<file path="config.mk">
export PLATFORM = sky130hd
export DESIGN_NAME = bus_control_unit
export DESIGN_NICKNAME = d
export VERILOG_FILES = /design/src/rtl/bus_control_unit.sv
export SDC_FILE = /design/constraint.sdc
export NUM_CORES = 1
export LEC_CHECK = 0
export ABC_AREA = 1
export CORE_ASPECT_RATIO = 1.25
export CORE_MARGIN = 2
export CORE_UTILIZATION = 50
export DETAILED_ROUTE_END_ITERATION = 10
export GPL_TIMING_DRIVEN = 1
export PLACE_DENSITY = 0.95
export SYNTH_ARGS = -nofsm -noshare
export SYNTH_HDL_FRONTEND = slang
export SYNTH_SLANG_ARGS = --single-unit
</file>
<file path="constraint.sdc">
create_clock -name clk -period 3.66 [get_ports clk]
set_clock_uncertainty 0.2 [all_clocks]
set_input_delay 0.732 -clock clk [delete_from_list [all_inputs] [get_ports clk]]
set_output_delay 0.732 -clock clk [all_outputs]
set_load 0.03 [all_outputs]
</file>
<file path="src/rtl/bus_control_unit.sv">
// Bus control unit: owns the external 16-bit bus and arbitrates between
// EU data/IO accesses and instruction prefetch. It sequences each bus
// cycle (status, byte lanes, odd-word splitting, readyb wait states) and
// returns fetched data to the prefetch queue or to the EU.
module bus_control_unit (
   input  logic        clk,
   input  logic        reset,
   input  logic        readyb,
   input  logic [15:0] data_in,
   input  logic [2:0]  eu_command,
   input  logic [19:0] eu_address,
   input  logic        eu_word,
   input  logic [15:0] eu_wdata,
   output logic        eu_done,
   output logic [15:0] eu_rdata,
   input  logic [19:0] pf_address,
   input  logic        queue_full,
   input  logic        queue_suspend,
   input  logic        queue_flush,
   output logic        pf_push,
   output logic        pf_push_two,
   output logic [15:0] pf_data,
   output logic [19:0] address_out,
   output logic [3:0]  bus_status,
   output logic        bus_ube,
   output logic [15:0] data_out
);

   typedef enum logic [1:0] {ST_IDLE, ST_PF, ST_EU1, ST_EU2} state_t;

   localparam logic [3:0] STAT_IDLE = 4'hF;
   localparam logic [3:0] STAT_MRD  = 4'h9;

   state_t      state_q, state_d;
   logic [19:0] address_out_q, address_out_d;
   logic [3:0]  bus_status_q, bus_status_d;
   logic        bus_ube_q, bus_ube_d;
   logic [15:0] data_out_q, data_out_d;
   logic        eu_done_q, eu_done_d;
   logic [15:0] eu_rdata_q, eu_rdata_d;
   logic        pf_push_q, pf_push_d;
   logic        pf_push_two_q, pf_push_two_d;
   logic [15:0] pf_data_q, pf_data_d;
   logic        discard_q, discard_d;
   logic [7:0]  lo_byte_q, lo_byte_d;

   logic        eu_req;
   logic        eu_read;
   logic [3:0]  eu_status;
   logic        eu_split;
   logic [15:0] eu_lane_data;

   // Decode the EU command; codes outside 1..4 are not treated as requests
   // so an undefined command never starts a bus cycle with an idle status.
   always_comb begin
      eu_req    = 1'b1;
      eu_read   = 1'b0;
      eu_status = STAT_IDLE;
      case (eu_command)
         3'd1: begin eu_status = 4'h9; eu_read = 1'b1; end
         3'd2: eu_status = 4'hA;
         3'd3: begin eu_status = 4'h5; eu_read = 1'b1; end
         3'd4: eu_status = 4'h6;
         default: eu_req = 1'b0;
      endcase
   end

   assign eu_split = eu_word & eu_address[0];

   // Steer write data for the first (or only) EU cycle onto its byte lane.
   always_comb begin
      eu_lane_data = 16'h0000;
      if (!eu_read) begin
         if (eu_address[0])
            eu_lane_data = {eu_wdata[7:0], 8'h00};
         else if (eu_word)
            eu_lane_data = eu_wdata;
         else
            eu_lane_data = {8'h00, eu_wdata[7:0]};
      end
   end

   // Next-state and registered-output logic for the bus cycle sequencer.
   always_comb begin
      state_d       = state_q;
      address_out_d = address_out_q;
      bus_status_d  = bus_status_q;
      bus_ube_d     = bus_ube_q;
      data_out_d    = data_out_q;
      eu_done_d     = 1'b0;
      eu_rdata_d    = eu_rdata_q;
      pf_push_d     = 1'b0;
      pf_push_two_d = pf_push_two_q;
      pf_data_d     = pf_data_q;
      discard_d     = discard_q;
      lo_byte_d     = lo_byte_q;

      case (state_q)
         ST_IDLE: begin
            discard_d = 1'b0;
            if (eu_req) begin
               state_d       = ST_EU1;
               address_out_d = eu_address;
               bus_status_d  = eu_status;
               bus_ube_d     = eu_word | eu_address[0];
               data_out_d    = eu_lane_data;
            end else if (!queue_full && !queue_suspend && !queue_flush) begin
               state_d       = ST_PF;
               address_out_d = pf_address;
               bus_status_d  = STAT_MRD;
               bus_ube_d     = 1'b1;
               data_out_d    = 16'h0000;
            end
         end

         ST_PF: begin
            discard_d = discard_q | queue_flush;
            if (!readyb) begin
               state_d      = ST_IDLE;
               bus_status_d = STAT_IDLE;
               discard_d    = 1'b0;
               if (!(discard_q | queue_flush)) begin
                  pf_push_d     = 1'b1;
                  // An odd fetch address yields only the upper-lane byte.
                  pf_push_two_d = ~address_out_q[0];
                  pf_data_d     = address_out_q[0] ? {8'h00, data_in[15:8]} : data_in;
               end
            end
         end

         ST_EU1: begin
            if (!readyb) begin
               if (eu_split) begin
                  // Low byte came on the upper lane; fetch the high byte next.
                  state_d       = ST_EU2;
                  address_out_d = address_out_q + 20'd1;
                  bus_ube_d     = 1'b0;
                  data_out_d    = eu_read ? 16'h0000 : {8'h00, eu_wdata[15:8]};
                  lo_byte_d     = data_in[15:8];
               end else begin
                  state_d      = ST_IDLE;
                  bus_status_d = STAT_IDLE;
                  eu_done_d    = 1'b1;
                  if (eu_read) begin
                     if (address_out_q[0])
                        eu_rdata_d = {8'h00, data_in[15:8]};
                     else if (eu_word)
                        eu_rdata_d = data_in;
                     else
                        eu_rdata_d = {8'h00, data_in[7:0]};
                  end
               end
            end
         end

         ST_EU2: begin
            if (!readyb) begin
               state_d      = ST_IDLE;
               bus_status_d = STAT_IDLE;
               eu_done_d    = 1'b1;
               if (eu_read)
                  eu_rdata_d = {data_in[7:0], lo_byte_q};
            end
         end

         default: state_d = ST_IDLE;
      endcase
   end

   // State and output registers; reset aborts any cycle in flight.
   always_ff @(posedge clk) begin
      if (reset) begin
         state_q       <= ST_IDLE;
         address_out_q <= 20'hFFFFF;
         bus_status_q  <= STAT_IDLE;
         bus_ube_q     <= 1'b0;
         data_out_q    <= 16'h0000;
         eu_done_q     <= 1'b0;
         eu_rdata_q    <= 16'h0000;
         pf_push_q     <= 1'b0;
         pf_push_two_q <= 1'b0;
         pf_data_q     <= 16'h0000;
         discard_q     <= 1'b0;
         lo_byte_q     <= 8'h00;
      end else begin
         state_q       <= state_d;
         address_out_q <= address_out_d;
         bus_status_q  <= bus_status_d;
         bus_ube_q     <= bus_ube_d;
         data_out_q    <= data_out_d;
         eu_done_q     <= eu_done_d;
         eu_rdata_q    <= eu_rdata_d;
         pf_push_q     <= pf_push_d;
         pf_push_two_q <= pf_push_two_d;
         pf_data_q     <= pf_data_d;
         discard_q     <= discard_d;
         lo_byte_q     <= lo_byte_d;
      end
   end

   assign address_out = address_out_q;
   assign bus_status  = bus_status_q;
   assign bus_ube     = bus_ube_q;
   assign data_out    = data_out_q;
   assign eu_done     = eu_done_q;
   assign eu_rdata    = eu_rdata_q;
   assign pf_push     = pf_push_q;
   assign pf_push_two = pf_push_two_q;
   assign pf_data     = pf_data_q;

endmodule

</file>
# --- Word level (Yosys, flattened, before mapping) ---
# Index checks and enable logic that the tools add are counted.
totals:
  out_inout_bits: 76
  in_bits: 82
  ff_bits: 87
  word_cells: 104
classes:
  n_mux: 50
  n_reduce_logical: 19
  bitwise_logic: 7
  eq_ne: 15
  addsub: 1
op_table:
  columns: ["op", "n"]
  rows:
  - ["two-way mux 16 bit", 15]
  - ["two-way mux 20 bit", 4]
  - ["one-hot mux 16 bit (2 select lines)", 2]
  - ["one-hot mux 20 bit (2 select lines)", 1]
  - ["adder 20 x 1 -> 20 bit (second input constant)", 1]
  - ["two-way mux 4 bit", 5]
  - ["one-hot mux 4 bit (4 select lines)", 1]
  - ["!= test 2 bit (second input constant)", 7]
  - ["one-hot mux 4 bit (3 select lines)", 1]
  - ["two-way mux 1 bit", 11]
  - ["two-way mux 2 bit", 5]
  - ["AND reduction 3 bit", 3]
  - ["two-way mux 8 bit", 1]
  - ["AND reduction 4 bit", 2]
  - ["equality test 3 x 2 -> 1 bit (second input constant)", 2]
  - ["one-hot mux 1 bit (2 select lines)", 3]
  - ["one-hot mux 2 bit (3 select lines)", 1]
  - ["AND reduction 6 bit", 1]
  - ["nonzero test 2 bit", 3]
  - ["equality test 2 bit (second input constant)", 2]
  - ["inverter 1 bit", 4]
  - ["OR reduction 2 bit", 2]
  - ["OR reduction 4 bit", 1]
  - ["equality test 3 x 1 -> 1 bit (second input constant)", 1]
  - ["9 further kinds", 13]

# --- Depth between registers and ports, before layout ---
# Gate-level depths: netlist of the first run.
logic_depth:
  ltp_word: 7
  mapped_depth: 11
  depth_no_buf: 11

# --- Worst setup path after synthesis of the first run ---
# No wires, ideal clock.
synth_timing:
  path_type: "input port to flip-flop"
  start: "input eu_command[2]"
  end: "register address_out_q[5], in the netlist address_out[5]"
  cell_stages: 10
  t_arrival_ns: 1.733
  path_buffers: 1
  required_ns: 3.345
  setup_ns: 0.115
  setup_slack_ns: 1.612
  cell_sequence: "inv_1 nand3_1 nand2_1 nor2_4 nand3_4 nand3_4 inv_2 buf_2 nand2_1 nand2_1"
synth_between:
  elab_chain_len: 5
  word_cells_on_any_way: 10
  classes_between: "5 x eq/ne; 3 x mux; 2 x reduce/logical"
synth_lines:
  columns: ["item", "line_no", "text"]
  rows:
  - ["start: declaration", "10", "input logic [2:0] eu_command,"]
  - ["equality test 3 bit (tied with other cells)", "59", "case (eu_command)"]
  - ["OR reduction 4 bit (no source line) (*)", null, null]
  - ["two-way mux 1 bit (*)", "59", null]
  - ["!= test 3 bit (no source line) or two-way mux 20 bit (tied branches)", null, null]
  - ["AND reduction 4 bit (no source line) or one-hot mux 20 bit (2 select lines) (tied branches)", null, null]
  - ["end signal: assignment", "187", "address_out_q <= address_out_d;"]
  - ["end: declaration", "35", "logic [19:0] address_out_q, address_out_d;"]
# Mark *: on every way between the ends. The rest lies on a longest branch, timed or not.
# A chain may end at the register's enable or synchronous reset.

# --- Worst setup path after layout of the first run ---
layout_timing:
  start: "register address_out_q[0], in the netlist address_out[0]"
  end: "output address_out[0]"
layout_rtl:
  columns: ["item", "line_no", "text"]
  rows:
  - ["end: declaration", "23", "output logic [19:0] address_out,"]
# No word-level cell between the ends.

==> metrics, run 1 <==
Int Pwr roughly 2.4 mW; initial antenna violation count 0; first-pass GRT wire length 23000 µm; Netlist cell types 33; Nets 958; Placer Congestion about 0.86; worst r2r path cells 7; RSZ-0062 raised after global routing no; ant diodes 0; Starting Density 51.3%; GR Util All Layers between 20 and 30%; WS Path Type register to primary output; ratio of cells with drive above 1 in the final layout about 5.0%; Die H 112 µm; Fmax 391 MHz; first drt pass iteration count 5; CTS tree built; commonest non-fill, non-tap cell in the layout nand2_1; filler instances 735; remaining antenna violation count after routing 0; Worst-path clk slew about 0.060 ns; Hold Vio Cnt, Final 0; CTS H-tree depth 3; final setup violation count 0; GR Overflow Total 0; number of global-route vias before repair just under 5000; Tot Pwr 4.15 mW; core area a little over 9000 µm²; die area 10200 µm²; num rows 39; register bit total from synthesis slightly below 90; HP Class register to register; reg2reg setup slack roughly 1.2 ns; DR vias/cell approximately 5.3; DR WL/cell 14.2 µm; Worst Path Arrival between 1.5 and 2 ns; clk root buf clkbuf_16; crit end category primary output; Hold EP discard_q$_SDFFE_PP0P_; Tcrit/Tclk final between 60 and 70%; Avg Cell Area, Syn 6.41 µm²; worst path required time 2.73 ns; Slew Limit Fails 0; power per cell area 623 nW/µm²; Seq/Total Area, Yosys 37.0%; post-route setup TNS 0 ns; Syn Inst Count 734; clock latency reported for the late side of the worst-skew pair 0.35 ns; status finished, final reports clean; dpl hpwl 10200 µm; clock sink total 87; HP Start discard_q$_SDFFE_PP0P_; Tightest Pin Transition 0.703 ns; Die W 90.8 µm; Syn Nets 817; Synth Warn # 0; commonest non-fill, non-tap cells in the layout nand2_1 (197), clkdlybuf4s50_1 (157), nor2_1 (100); synth-to-layout area growth 41.3%; buffer depth of the longest clock path 2; slew margin rel. 53.1%; Critical Path Start Type register; Max VDD drop 0.349 mV; Pleak 2.99 nW; sequential power share 30.8%; final WL roughly 14000 µm; switching pwr 1.71 mW; post-CTS sizing 0; hold depth 2; IO Count 158; r2r startpoint state_q[1]$_SDFFE_PP0P_; hold_buf cts 0; mapped cell area about 4700 µm²; cts bufs inserted 9; I/O Buffers between 150 and 200; Post-CTS Setup Repair Bufs 0; Clk network pwr share between 20 and 25%; via count about 5300; largest net degree at the start of global routing 44; Gate power share 44.9%; initial drt markers 401; maximum fanout along the worst path 15; maxcap violations 0; Sw Ratio 41.3%; r2r endpoint data_out[9]$_SDFFE_PP0P_; Period minus WS final 2.56 ns; drc violations 0
## registers in the layout, indices dropped and copies added, names as in the netlist, 2 cells and up
name,cells
address_out,20
data_out,16
eu_rdata,16
pf_data,16
lo_byte_q,8
bus_status,4
state_q,2
## cells in the mapped netlist
cell	instances	area, µm²
nand2_1	197	739
nor2_1	100	375
dfxtp_1	87	1740
inv_1	77	289
o21ai_0	57	285
a21oi_1	49	245
nand3_1	49	245
clkbuf_1	18	67.6
o211ai_1	15	113
buf_2	10	50.1
a211oi_1	9	67.6
o21a_1	9	67.6
a22oi_1	8	60.1
or2_2	7	43.8
inv_2	6	22.5
o21ai_1	6	30.0
buf_6	4	45.0
nand4_1	4	25.0
buf_4	2	15.0
nand3_4	2	35.0
nor2_4	2	22.5
o21bai_1	2	15.0
o22ai_1	2	12.5
xnor2_1	2	17.5
xor2_1	2	17.5
a21o_1	1	7.51
buf_1	1	3.75
ha_1	1	12.5
nand2_2	1	6.26
nand3b_1	1	7.51
nor2_2	1	6.26
nor3_2	1	10.0
nor4_1	1	6.26
## how the worst max path moves through the flow
stage / cells past startpoint / end / startpoint / slack [ns]
2_1_floorplan: 10 / address_out[5]$_SDFFE_PP1P_ / eu_command[2] / 1.61
3_3_place_gp: 11 / address_out[1]$_SDFFE_PP1P_ / eu_command[2] / 0.87
3_5_place_dp: 11 / address_out[15]$_SDFFE_PP1P_ / eu_command[0] / 0.80
4_1_cts: 2 / address_out[0] / address_out[0]$_SDFFE_PP1P_ / 1.09
5_1_grt: 7 / lo_byte_q[3]$_SDFFE_PP0P_ / state_q[1]$_SDFFE_PP0P_ / 0.95
6_report: 2 / address_out[0] / address_out[0]$_SDFFE_PP1P_ / 1.10
## layer usage
layer | part of all wire (%) | wire length, µm | up-vias | track usage (%)
met3 | 8.2 | 1170 | 43 | 5.03
li1 | - | - | 2652 | -
met1 | 39 | 5510 | 2328 | 32.7
met5 | 0 | 0 | - | 0
met4 | 4.0 | 566 | 0 | 14.2
met2 | 49 | 6950 | 271 | 47.3
## power by group through the flow
stage	Clock, mW	Sequential, mW	Combinational [mW]
floorplan	0	1.57	0.954
global placement	0	1.29	1.79
detailed placement	0	1.29	1.83
CTS	1.02	1.27	1.85
global route	1.06	1.30	2.05
finish	1.01	1.28	1.86
## through the flow
stage / instance area [µm²] / util [%] / cells / hold slack [ns] / setup WS [ns]
after detailed placement: 6320 / 68.9 / 987 / 0.260 / 0.797
after global placement: 6320 / 68.9 / 987 / 0.246 / 0.867
after CTS: 6660 / 72.5 / 1003 / 0.274 / 1.09
after global routing: 6660 / 72.5 / 1003 / 0.311 / 0.948
after floorplan: 4710 / - / 734 / 0.237 / 1.61
final: 6660 / 72.5 / 1003 / 0.275 / 1.10
## cells by family (layout without fill, tap and decap cells)
kind of cell,count (synthesis),after routing,share of synthesized area [%]
and+or+nand+nor,366,366,32.3
xor gates and xnor gates,4,4,0.744
DFF,87,87,37.0
AOI/OAI and AO/OA,158,158,19.2
buffers and inverters,118,264,10.5
adders and majority gates,1,1,0.266
## worst max-delay path, cell delays in order, from the launching register on
cell and delay [ns]:
dfxtp_1 0.35, buf_4 0.22, clkdlybuf4s50_1 0.70
## cell type report
type                            instances  area [µm²]  area share, %
Multi-Input combinational cell        529        2470           37.2
Sequential cell                        87        1740           26.2
Timing Repair Buffer                  165        1640           24.7
Inverter                               83         312           4.68
Clock buffer                           10         239           3.59
Tap cell                              123         154           2.31
Clock inverter                          6        91.3           1.37
Power figures use the tool's default switching activity.
==> inputs of run 2 (changes only) <==
--- a/config.mk
+++ b/config.mk
@@ -8,10 +8,10 @@
 export ABC_AREA = 1
 export CORE_ASPECT_RATIO = 1.25
 export CORE_MARGIN = 2
-export CORE_UTILIZATION = 50
+export CORE_UTILIZATION = 42
 export DETAILED_ROUTE_END_ITERATION = 10
 export GPL_TIMING_DRIVEN = 1
-export PLACE_DENSITY = 0.95
+export PLACE_DENSITY = 0.87
 export SYNTH_ARGS = -nofsm -noshare
 export SYNTH_HDL_FRONTEND = slang
 export SYNTH_SLANG_ARGS = --single-unit
==> constraint.sdc (replaced) <==
create_clock -name clk -period 2.1 [get_ports clk]
set_clock_uncertainty 0.2 [all_clocks]
set_input_delay 0.42 -clock clk [delete_from_list [all_inputs] [get_ports clk]]
set_output_delay 0.42 -clock clk [all_outputs]
set_load 0.03 [all_outputs]
==> run 2 against run 1 <==
  * Critical path depth shrank 1
  * Sequential power grew 74%
  * Sequential share of layout area shrank 1.2 points
  * Non-clock buffer count grew 31
  * Register-to-register slack lost 0.89 ns
  * Total power grew 78%
  * Setup slack lost 1.1 ns
  * Combinational power grew 84%
  * Critical path type unchanged
  * Critical endpoint is now address_out[19]
  * Largest cell class unchanged
==> metrics, run 2 (synthesis results as in run 1) <==
Reg area 1740 µm²; critical path depth 1; buffer depth of the longest clock path 2; final setup violation count 0; Period minus WS final 2.05 ns; Slew Limit Fails 0; post-route design area about 7000 µm²; maxcap violations 0; Tightest Pin Transition 0.535 ns; die area approximately 12000 µm²; placed cell area ~6600 µm²; ratio of cells with drive above 1 in the final layout 8.34%; crit path to address_out[19]; Worst-path clk slew ~0.07 ns; commonest non-fill, non-tap cell in the layout nand2_1; via count 5358; largest net degree at the start of global routing 49; HP Class register to register; Placer Congestion 0.935; r2r startpoint address_out[0]$_SDFFE_PP1P_; footprint of the multi-input gates 2470 µm²; Tot Pwr roughly 7.4 mW; Buf+Inv Stages, Crit Path 1; final WL 14500 µm; cts bufs inserted 9; Hold Vio Cnt, Final 0; GR Util All Layers 23.9%; Nets around 1000; DR vias/cell 5.12; core area 11000 µm²; final core occ 63.2%; clock sink total slightly below 90; remaining antenna violation count after routing 0; Tcrit/Tclk final 97.6%; Pleak 3.18 nW; GR Overflow Total 0; Die H 122 µm; DR WL/cell 13.8 µm; clk root buf clkbuf_16; Largest register FFs 20; crit end category primary output; Worst Path Arrival 1.43 ns; clock latency reported for the late side of the worst-skew pair 0.35 ns; Setup crit start address_out[19]$_SDFFE_PP1P_; filler instances between 900 and 1000; number of global-route vias before repair 5077; cell family with most CP delay buffers and inverters; dpl hpwl 10600 µm; dpl ws -0.197 ns; worst path required time 1.48 ns; slowest stage delay, CP 0.71 ns; first-pass GRT wire length 23700 µm; CTS H-tree depth 3; Fmax 488 MHz; reg2reg setup slack around 0.26 ns; first drt pass iteration count 5; maximum fanout along the worst path 4; Crit-path slowest cell clkdlybuf4s50_1; CTS tree built; r2r endpoint address_out[16]$_SDFFE_PP1P_; power per cell area between 1000 and 1500 nW/µm²; commonest non-fill, non-tap cells in the layout nand2_1 (197), clkdlybuf4s50_1 (140), nor2_1 (100); initial drt markers between 300 and 400; status finished, final reports clean; hold_buf cts 0; drc violations 0; synth-to-layout area growth 48.1%; Max VDD drop 0.505 mV; Critical Path Start Type register; initial antenna violation count 0; cells along the critical path clkdlybuf4s50_1; worst r2r path cells 11; WS Path Type register to primary output; slew margin rel. 64.2%; ant diodes 0; num rows 43; Starting Density 42.7%; Post-CTS Setup Repair Bufs 0; Die W just under 100 µm; IO Count 158; Setup WS post-layout 0.0500 ns; I/O Buffers 157
## run 2: changes by cell type in the layout (fill, tap and decap cells not counted), sizes merged
| cell | before | now |
|---|---|---|
| buf | 8 | 39 |
| bufinv | 2 | 1 |
| clkbuf | 10 | 9 |
| clkdlybuf4s50 | 157 | 140 |
| clkinv | 3 | 2 |
| dlygate4sd2 | 0 | 11 |
| dlymetal6s2s | 0 | 6 |
| inv | 84 | 87 |
## run 2: what timing repair did
| action | 4_1_cts | 5_1_grt |
|---|---|---|
| gates resized for setup | 11 | 8 |
| setup endpoints to repair | 11 | 9 |
| gates cloned | 0 | 0 |
## run 2: worst register-to-register path, stage by stage (launching register included)
cell	delay (ns)
dfxtp_2	0.43
ha_1	0.22
nand3_1	0.08
nor2_1	0.09
buf_4	0.14
nand3_1	0.13
inv_1	0.13
nand3_1	0.07
nand3_1	0.08
nand2_1	0.05
nand2_1	0.05
nand2_1	0.05
## run 2: layer usage
| metal | part of all wire [%] | track usage [%] |
|---|---|---|
| met1 | 40 | 28.0 |
| met2 | 49 | 41.5 |
| met3 | 6.8 | 4.67 |
| met4 | 3.6 | 12.1 |
| met5 | 0 | 0 |
## run 2: area by class of cell
cell class                 instances  area share [%]
clock buffer                       9            3.23
tap                              135            2.42
multi-input combinational        529            35.5
sequential                        87            25.0
timing repair buffer             196            28.0
clock inverter                     7            1.40
inverter                          83            4.47
## run 2: worst min-delay path by stage
stage | startpoint | slack (ns) | endpoint | cells after the start
after CTS | discard_q$_SDFFE_PP0P_ | 0.26 | discard_q$_SDFFE_PP0P_ | 2
after detailed placement | discard_q$_SDFFE_PP0P_ | 0.25 | discard_q$_SDFFE_PP0P_ | 2
after global placement | discard_q$_SDFFE_PP0P_ | 0.25 | discard_q$_SDFFE_PP0P_ | 2
after floorplan | discard_q$_SDFFE_PP0P_ | 0.24 | discard_q$_SDFFE_PP0P_ | 2
after global routing | bus_status[0]$_SDFFE_PP1P_ | 0.31 | bus_status[0]$_SDFFE_PP1P_ | 2
final | discard_q$_SDFFE_PP0P_ | 0.26 | discard_q$_SDFFE_PP0P_ | 2
## run 2: power by group
group / leakage, nW / switching (mW) / internal [mW]
sequential: 0.712 / 0.291 / 1.94
clock: 0.159 / 0.764 / 0.964
combinational: 2.31 / 2.03 / 1.38
## run 2: stage by stage
step             TNS, ns  hold WS, ns  instances
2_1_floorplan          0        0.237        734
3_3_place_gp       -3.71        0.245       1030
3_5_place_dp       -6.19        0.251       1030
4_1_cts                0        0.260       1046
5_1_grt        -0.000437        0.309       1046
6_report               0        0.260       1046
==> inputs of run 3 (changes only) <==
--- a/config.mk
+++ b/config.mk
@@ -11,7 +11,8 @@
 export CORE_UTILIZATION = 42
 export DETAILED_ROUTE_END_ITERATION = 10
 export GPL_TIMING_DRIVEN = 1
-export PLACE_DENSITY = 0.87
+export PLACE_DENSITY = 0.85
 export SYNTH_ARGS = -nofsm -noshare
 export SYNTH_HDL_FRONTEND = slang
 export SYNTH_SLANG_ARGS = --single-unit
+export TNS_END_PERCENT = 30
==> run 3 against run 2 <==
  * Critical path depth unchanged
  * Sequential power about the same
  * Total power decreased by 3.1%
==> metrics, run 3 (synthesis results as in run 1) <==
die area 12100 µm²; CTS H-tree depth 3; crit end category primary output; DR vias/cell about 5.0; DR WL/cell 13.4 µm; CTS tree built; final core occ 62.6%; Worst Path Arrival 1.42 ns; slew margin rel. 64.0%; Tot Pwr 7.15 mW; Die H 122 µm; dpl hpwl 10200 µm; ratio of cells with drive above 1 in the final layout under 10%; Tightest Pin Transition ~0.54 ns; initial drt markers between 200 and 250; crit path to address_out[19]; buffer depth of the longest clock path 2; final setup violation count 0; number of global-route vias before repair a little under 5000; Placer Congestion 0.936; largest net degree at the start of global routing a little under 50; cts bufs inserted 9; clk root buf clkbuf_16; GR Util All Layers between 20% and 30%; reg2reg setup slack 0.26 ns; hold_buf cts 0; Buf+Inv Stages, Crit Path 1; cells along the critical path clkdlybuf4s50_1; commonest non-fill, non-tap cell in the layout nand2_1; commonest non-fill, non-tap cells in the layout nand2_1 (197), clkdlybuf4s50_1 (138), nor2_1 (100); synth-to-layout area growth 46.5%; clock latency reported for the late side of the worst-skew pair 0.34 ns; Starting Density 42.7%; maxcap violations 0; Period minus WS final 2.04 ns; Pleak ~3.1 nW; Critical Path Start Type register; Nets 987; ant diodes 0; GR Overflow Total 0; clock sink total 87; HP Class register to register; core area between 10000 and 15000 µm²; final WL roughly 14000 µm; power per cell area 1040 nW/µm²; Fmax just under 500 MHz; placed cell area 6620 µm²; Worst-path clk slew around 0.07 ns; post-route design area 6900 µm²; r2r startpoint address_out[0]$_SDFFE_PP1P_; filler instances 1005; initial antenna violation count 0; Hold Vio Cnt, Final 0; I/O Buffers 157; via count 5209; r2r endpoint address_out[16]$_SDFFE_PP1P_; cell family with most CP delay buffers and inverters; num rows 43; Max VDD drop 0.527 mV; worst r2r path cells 11; critical path depth 1; Die W roughly 100 µm; Slew Limit Fails 0; Tcrit/Tclk final 97.2%; IO Count 158; Post-CTS Setup Repair Bufs 0; status finished, final reports clean; Crit-path slowest cell clkdlybuf4s50_1; hold slack 0.264 ns; maximum fanout along the worst path 4; drc violations 0; slowest stage delay, CP 0.69 ns; first-pass GRT wire length 22400 µm; worst path required time 1.48 ns; WS Path Type register to primary output; remaining antenna violation count after routing 0; RSZ-0062 raised after global routing no; first drt pass iteration count 4; Setup crit start address_out[19]$_SDFFE_PP1P_; Largest register FFs 20
-- run 3: power breakdown --
part	leakage, nW	switching [mW]	total (mW)	internal [mW]
Combinational	2.29	2.03	3.38	1.35
Clock	0.136	0.707	1.53	0.822
Sequential	0.712	0.299	2.24	1.94
-- run 3: final cells by class --
type / instances / area [µm²] / share of cell area, %
Clock inverter: 6 / 50.0 / 0.725
Sequential cell: 87 / 1740 / 25.3
Tap cell: 135 / 169 / 2.45
Multi-Input combinational cell: 529 / 2470 / 35.9
Timing Repair Buffer: 194 / 1920 / 27.9
Clock buffer: 10 / 229 / 3.32
Inverter: 83 / 312 / 4.52
-- run 3: worst min path at each step --
stage | end | cells past startpoint | from
4_1_cts | discard_q$_SDFFE_PP0P_ | 2 | discard_q$_SDFFE_PP0P_
5_1_grt | discard_q$_SDFFE_PP0P_ | 2 | discard_q$_SDFFE_PP0P_
6_report | discard_q$_SDFFE_PP0P_ | 2 | discard_q$_SDFFE_PP0P_
3_5_place_dp | discard_q$_SDFFE_PP0P_ | 2 | discard_q$_SDFFE_PP0P_
2_1_floorplan | discard_q$_SDFFE_PP0P_ | 2 | discard_q$_SDFFE_PP0P_
3_3_place_gp | discard_q$_SDFFE_PP0P_ | 2 | discard_q$_SDFFE_PP0P_
-- run 3: timing repair --
item,CTS,global route
gates cloned,0,0
endpoints found under the setup margin,13,9
gates resized for setup,13,7
endpoints found under the hold margin,0,0
-- run 3: through the flow --
step	instances	setup WS [ns]	TNS [ns]
finish	1044	0.0593	0
detailed placement	1028	-0.202	-6.87
global route	1044	0.00161	0
floorplan	734	0.0785	0
CTS	1044	0.00664	0
global placement	1028	-0.148	-4.93
-- run 3: layer usage --
layer	GRT usage [%]	part of all wire [%]	routed length (µm)
met4	8.82	2.3	327
met5	0	0	0
met1	27.2	42	5870
met3	4.44	6.0	838
met2	39.9	50	6920
==> edit 1, RTL diff (flow settings as in run 1) <==
Reset style: asynchronous (`reset`), changed in one clocked block.
--- a/src/rtl/bus_control_unit.sv
+++ b/src/rtl/bus_control_unit.sv
@@ -169,5 +169,5 @@
 
    // State and output registers; reset aborts any cycle in flight.
-   always_ff @(posedge clk) begin
+   always_ff @(posedge clk or posedge reset) begin
       if (reset) begin
          state_q       <= ST_IDLE;
Formal check against the unedited RTL: differs if reset is asserted again (counterexample within 4 cycles, from zero or initial values and one cycle with reset high); with reset held inactive, the same outputs for 4 cycles.
==> edit 1 against run 1 <==
First-iteration DRC count is 15% lower; sequential share of layout area is 5.2 points higher; maximum frequency is 12% lower; via count is 0.19% higher; power is 38% higher; cell area is 5.8% higher; wire length is 7.2% higher; cell count is 0.90% lower; synthesized area is 9.9% higher; sequential cell count stayed put; utilization is 2.8 points lower; setup slack worse by 0.36 ns; count of clock-buffer cells in the layout is 2 higher; largest power group unchanged.
==> edit 1: results <==
set metrics [dict create \
    status "finished, final reports clean" \
    ys_seq_area_frac 0.426 \
    syn-num-nets 800 \
    drive_gt1_frac 0.0971 \
    routed_via_density 5.34 \
    cts_root_buf "clkbuf_16" \
    drtIter0Drc 342 \
    tightestPinTransition_ns 0.723 \
    dp_slack_ns 0.824 \
    reg2reg_from "state_q[0]" \
    n_antenna_cell 0 \
    clkSlewWorstSetupHoldPaths_ns 0.06 \
    clock_path_buffers 2 \
    ir_drop_v 0.000568 \
    netlist_top_cells_area "dfrtp_1 30%, nand2_1 20%, dfstp_2 12%" \
    ys.flop_type "dfrtp_1" \
    cp_slowest_stage_delay_ns 0.86 \
    routabilityCongestion 0.935 \
    leakagePower_nw 3.35 \
    antenna_found_initial 0 \
    ys_warn_count 0 \
    crit_family "flip-flops" \
    async_flop_share 1.00 \
    min-delay-path-class "register to register" \
    cp_max_fo 30 \
    synth_common_cells "272 x nand2_1, 66 x inv_1, 63 x dfrtp_1" \
    grt_max_degree 49 \
    io_buffers 157 \
    hpwl_um 11200 \
    crit_arrival_ns 1.98 \
    wl_per_cell_um 15.3 \
    nets 944 \
    synthDistinctLibCells 35 \
    cts_resized 0 \
    critPathSlowestCell "dfstp_2" \
    cts_made_buffers 9 \
    grt_first_pass_wirelength_um 24900 \
    grt_pass1_vias 5267 \
    internal-power_w 0.00307 \
    track_usage 0.281 \
    htree_num_levels 3 \
    min-delay-start "bus_status[0]" \
    largest_reg_flops 20 \
    clk-insertion-delay-late_ns 0.34 \
    dr.pass1.iters 5 \
    cp-startpoint "address_out[0]" \
]
-- edit 1: path summary, 6_finish.rpt --
| kind | endpoint | slack [ns] | cells after the start |
|---|---|---|---|
| setup / recovery | address_out[0] | 0.75 | 1 |
| hold / removal | bus_status[0] | 0.27 | 2 |
| setup reg to reg | data_out[7] | 1.27 | 9 |
| hold reg to reg | bus_status[0] | 0.27 | 2 |
| max in group asynchronous | address_out[13] | 1.91 | 3 |
| min in group asynchronous | eu_rdata[10] | 0.60 | 2 |
-- edit 1: power by group through the flow --
stage               logic, W  registers (W)  clock network (W)
finish               0.00293        0.00194           0.000848
global route         0.00317        0.00200           0.000892
CTS                  0.00294        0.00192           0.000852
detailed placement   0.00292        0.00192                  0
global placement     0.00285        0.00192                  0
floorplan            0.00121        0.00249                  0
-- edit 1: cell type report --
class                   instances  area [µm²]
well taps                     129         161
fillers                       776        3060
clock inverters                 3        20.0
inverters                      73         275
clock buffers                  12         246
flip-flops and latches         87        2210
repair buffers                164        1640
multi-input cells             526        2500
-- edit 1: cells by family after synthesis --
group,Yosys count,share of synthesized area
simple gates,402,0.335
compound gates,113,0.125
buf+inv,104,0.0911
flops,87,0.426
mux,7,0.0152
xor+xnor,3,0.00508
fa+ha+maj,1,0.00242
-- edit 1: routing by layer --
layer / vias to the layer above / global-route usage / part of all wire
met5: - / 0 / 0
met4: 0 / 0.120 / 0.034
met3: 43 / 0.0583 / 0.076
met2: 244 / 0.492 / 0.51
met1: 2428 / 0.325 / 0.38
li1: 2589 / - / -
-- edit 1: metrics by stage --
stage	cell area (µm²)	power (W)	instances	hold WS (ns)
after floorplan	5180	0.00370	717	0.254
after global placement	6780	0.00477	979	0.263
after detailed placement	6780	0.00485	979	0.271
after CTS	7040	0.00571	994	0.279
after global routing	7040	0.00606	994	0.294
final	7040	0.00572	994	0.275
==> edit 2, RTL diff (config.mk and constraints of run 1) <==
Made on the original files. Re-encode `state_t` (4 states) as one-hot, 4 bits wide.
--- a/src/rtl/bus_control_unit.sv
+++ b/src/rtl/bus_control_unit.sv
@@ -27,5 +27,5 @@
 );
 
-   typedef enum logic [1:0] {ST_IDLE, ST_PF, ST_EU1, ST_EU2} state_t;
+   typedef enum logic [3:0] {ST_IDLE = 4'b0001, ST_PF = 4'b0010, ST_EU1 = 4'b0100, ST_EU2 = 4'b1000} state_t;
 
    localparam logic [3:0] STAT_IDLE = 4'hF;
Function: same outputs for any inputs over 4 cycles, from zero or initial values and one cycle with reset high; so few cycles prove little.
==> edit 2 against run 1 <==
Cell area grew 0.47%; hold slack lost 0.015 ns; first-iteration DRC count shrank 16%; non-clock buffer count is the same; power shrank 2.9%; maximum frequency shrank 9.6%; wire length grew 5.0%; sequential cell count grew 2; via count grew 4.6%; utilization is essentially flat; largest cell class unchanged; synthesized area grew 1.5%; setup slack lost 0.27 ns; combinational power shrank 4%.
==> edit 2: results <==
set metrics [dict create \
    cts_made_buffers 9 \
    crit_family "buffers and inverters" \
    routabilityCongestion 0.900 \
    grt_max_degree 57 \
    syn-num-nets 843 \
    clock_path_buffers 2 \
    maxSlewHeadroom 0.474 \
    leakagePower_nw 2.93 \
    cp_max_fo 17 \
    clkSlewWorstSetupHoldPaths_ns 0.07 \
    n_antenna_cell 0 \
    drive_gt1_frac 0.0497 \
    critPathSlowestCell "clkdlybuf4s50_1" \
    ys.flop_type "dfxtp_1" \
    antenna_found_initial 0 \
    grt_first_pass_wirelength_um 24000 \
    status "finished, final reports clean" \
    htree_num_levels 3 \
    min-delay-path-class "register to register" \
    track_usage 0.284 \
    cts_root_buf "clkbuf_16" \
    nets 983 \
    synth_common_cells "221 x nand2_1, 123 x nor2_1, 89 x dfxtp_1" \
    drtIter0Drc 336 \
    postCtsSetupBuffers 0 \
    grt_pass1_vias 5231 \
    crit_arrival_ns 1.89 \
    wl_per_cell_um 14.5 \
    ys_warn_count 0 \
    cp_slowest_stage_delay_ns 0.82 \
    cts_resized 0 \
    fillerInstances 726 \
    netlist_top_cells_area "dfxtp_1 37%, nand2_1 17%, nor2_1 9.7%" \
    routed_via_density 5.39 \
    ir_drop_v 0.000364 \
    io_buffers 157 \
    clk-insertion-delay-late_ns 0.34 \
    hpwl_um 10700 \
    largest_reg_flops 20 \
    ys_seq_area_frac 0.373 \
    dr.pass1.iters 5 \
    async_flop_share 0 \
    synthDistinctLibCells 33 \
]
edit 2: cell count changes in the layout (fill, tap and decap cells not counted), moves of 5 or more:
cell / delta
a211oi_1: -9
nand3_1: +5
nand2_1: +24
inv_1: -28
or2_2: -5
o21ai_1: -6
nor2_1: +23
o21a_1: -9
a21oi_1: +5
o21ai_0: +31
o211ai_1: -14
edit 2: final cells by class:
cell class | count | area [µm²] | area share
Tap cell | 123 | 154 | 0.0230
Clock inverter | 6 | 56.3 | 0.00842
Sequential cell | 89 | 1780 | 0.266
Inverter | 57 | 214 | 0.0320
Clock buffer | 10 | 239 | 0.0357
Multi-Input combinational cell | 578 | 2610 | 0.390
Timing Repair Buffer | 165 | 1630 | 0.244
edit 2: kinds of logic (layout without fill, tap and decap cells):
family,count (synthesis),in the layout,synth area share
XOR/XNOR,3,3,0.00550
AO/OA/AOI/OAI,157,157,0.174
buffers and inverters,93,238,0.0807
AND/OR/NAND/NOR,417,417,0.364
adder cells (fa/ha/maj),1,1,0.00262
flip-flops,89,89,0.373
edit 2: worst paths after layout:
kind	cells past startpoint	slack, ns	end	from
worst max-delay path	1	0.83	address_out[0]	address_out[0]
worst min-delay path	2	0.26	lo_byte_q[7]	lo_byte_q[7]
worst max register to register	10	1.10	address_out[14]	address_out[0]
worst min register to register	2	0.26	lo_byte_q[7]	lo_byte_q[7]
edit 2: per-layer routing:
metal  track usage  up-vias  wire (µm)
met1         0.324     2466       5660
met3        0.0533       46       1210
met5             0        -          0
met2         0.516      292       7520
li1              -     2733          -
met4         0.119        0        519
edit 2: power breakdown:
| group | switching (W) | internal (W) | total (W) | leakage (nW) |
|---|---|---|---|---|
| clock network | 0.000426 | 0.000496 | 0.000922 | 0.144 |
| logic | 0.00112 | 0.000654 | 0.00178 | 2.06 |
| registers | 0.000194 | 0.00114 | 0.00133 | 0.727 |
edit 2: per-stage QoR:
stage | worst slack, ns | total power (W) | std cells | area (µm²)
finish | 0.834 | 0.00403 | 1028 | 6690
global placement | 0.758 | 0.00306 | 1012 | 6390
detailed placement | 0.673 | 0.00310 | 1012 | 6390
CTS | 0.874 | 0.00401 | 1028 | 6690
global route | 0.747 | 0.00426 | 1028 | 6690
floorplan | 1.55 | 0.00247 | 760 | 4780
edit 2: worst reg2reg max path, delay by kind of cell, from the launching register on:
| family | cells | cell delay [ns] |
|---|---|---|
| and+or+nand+nor | 8 | 1.14 |
| AOI/OAI and AO/OA | 1 | 0.10 |
| DFF | 1 | 0.74 |
| adders and majority gates | 1 | 0.28 |
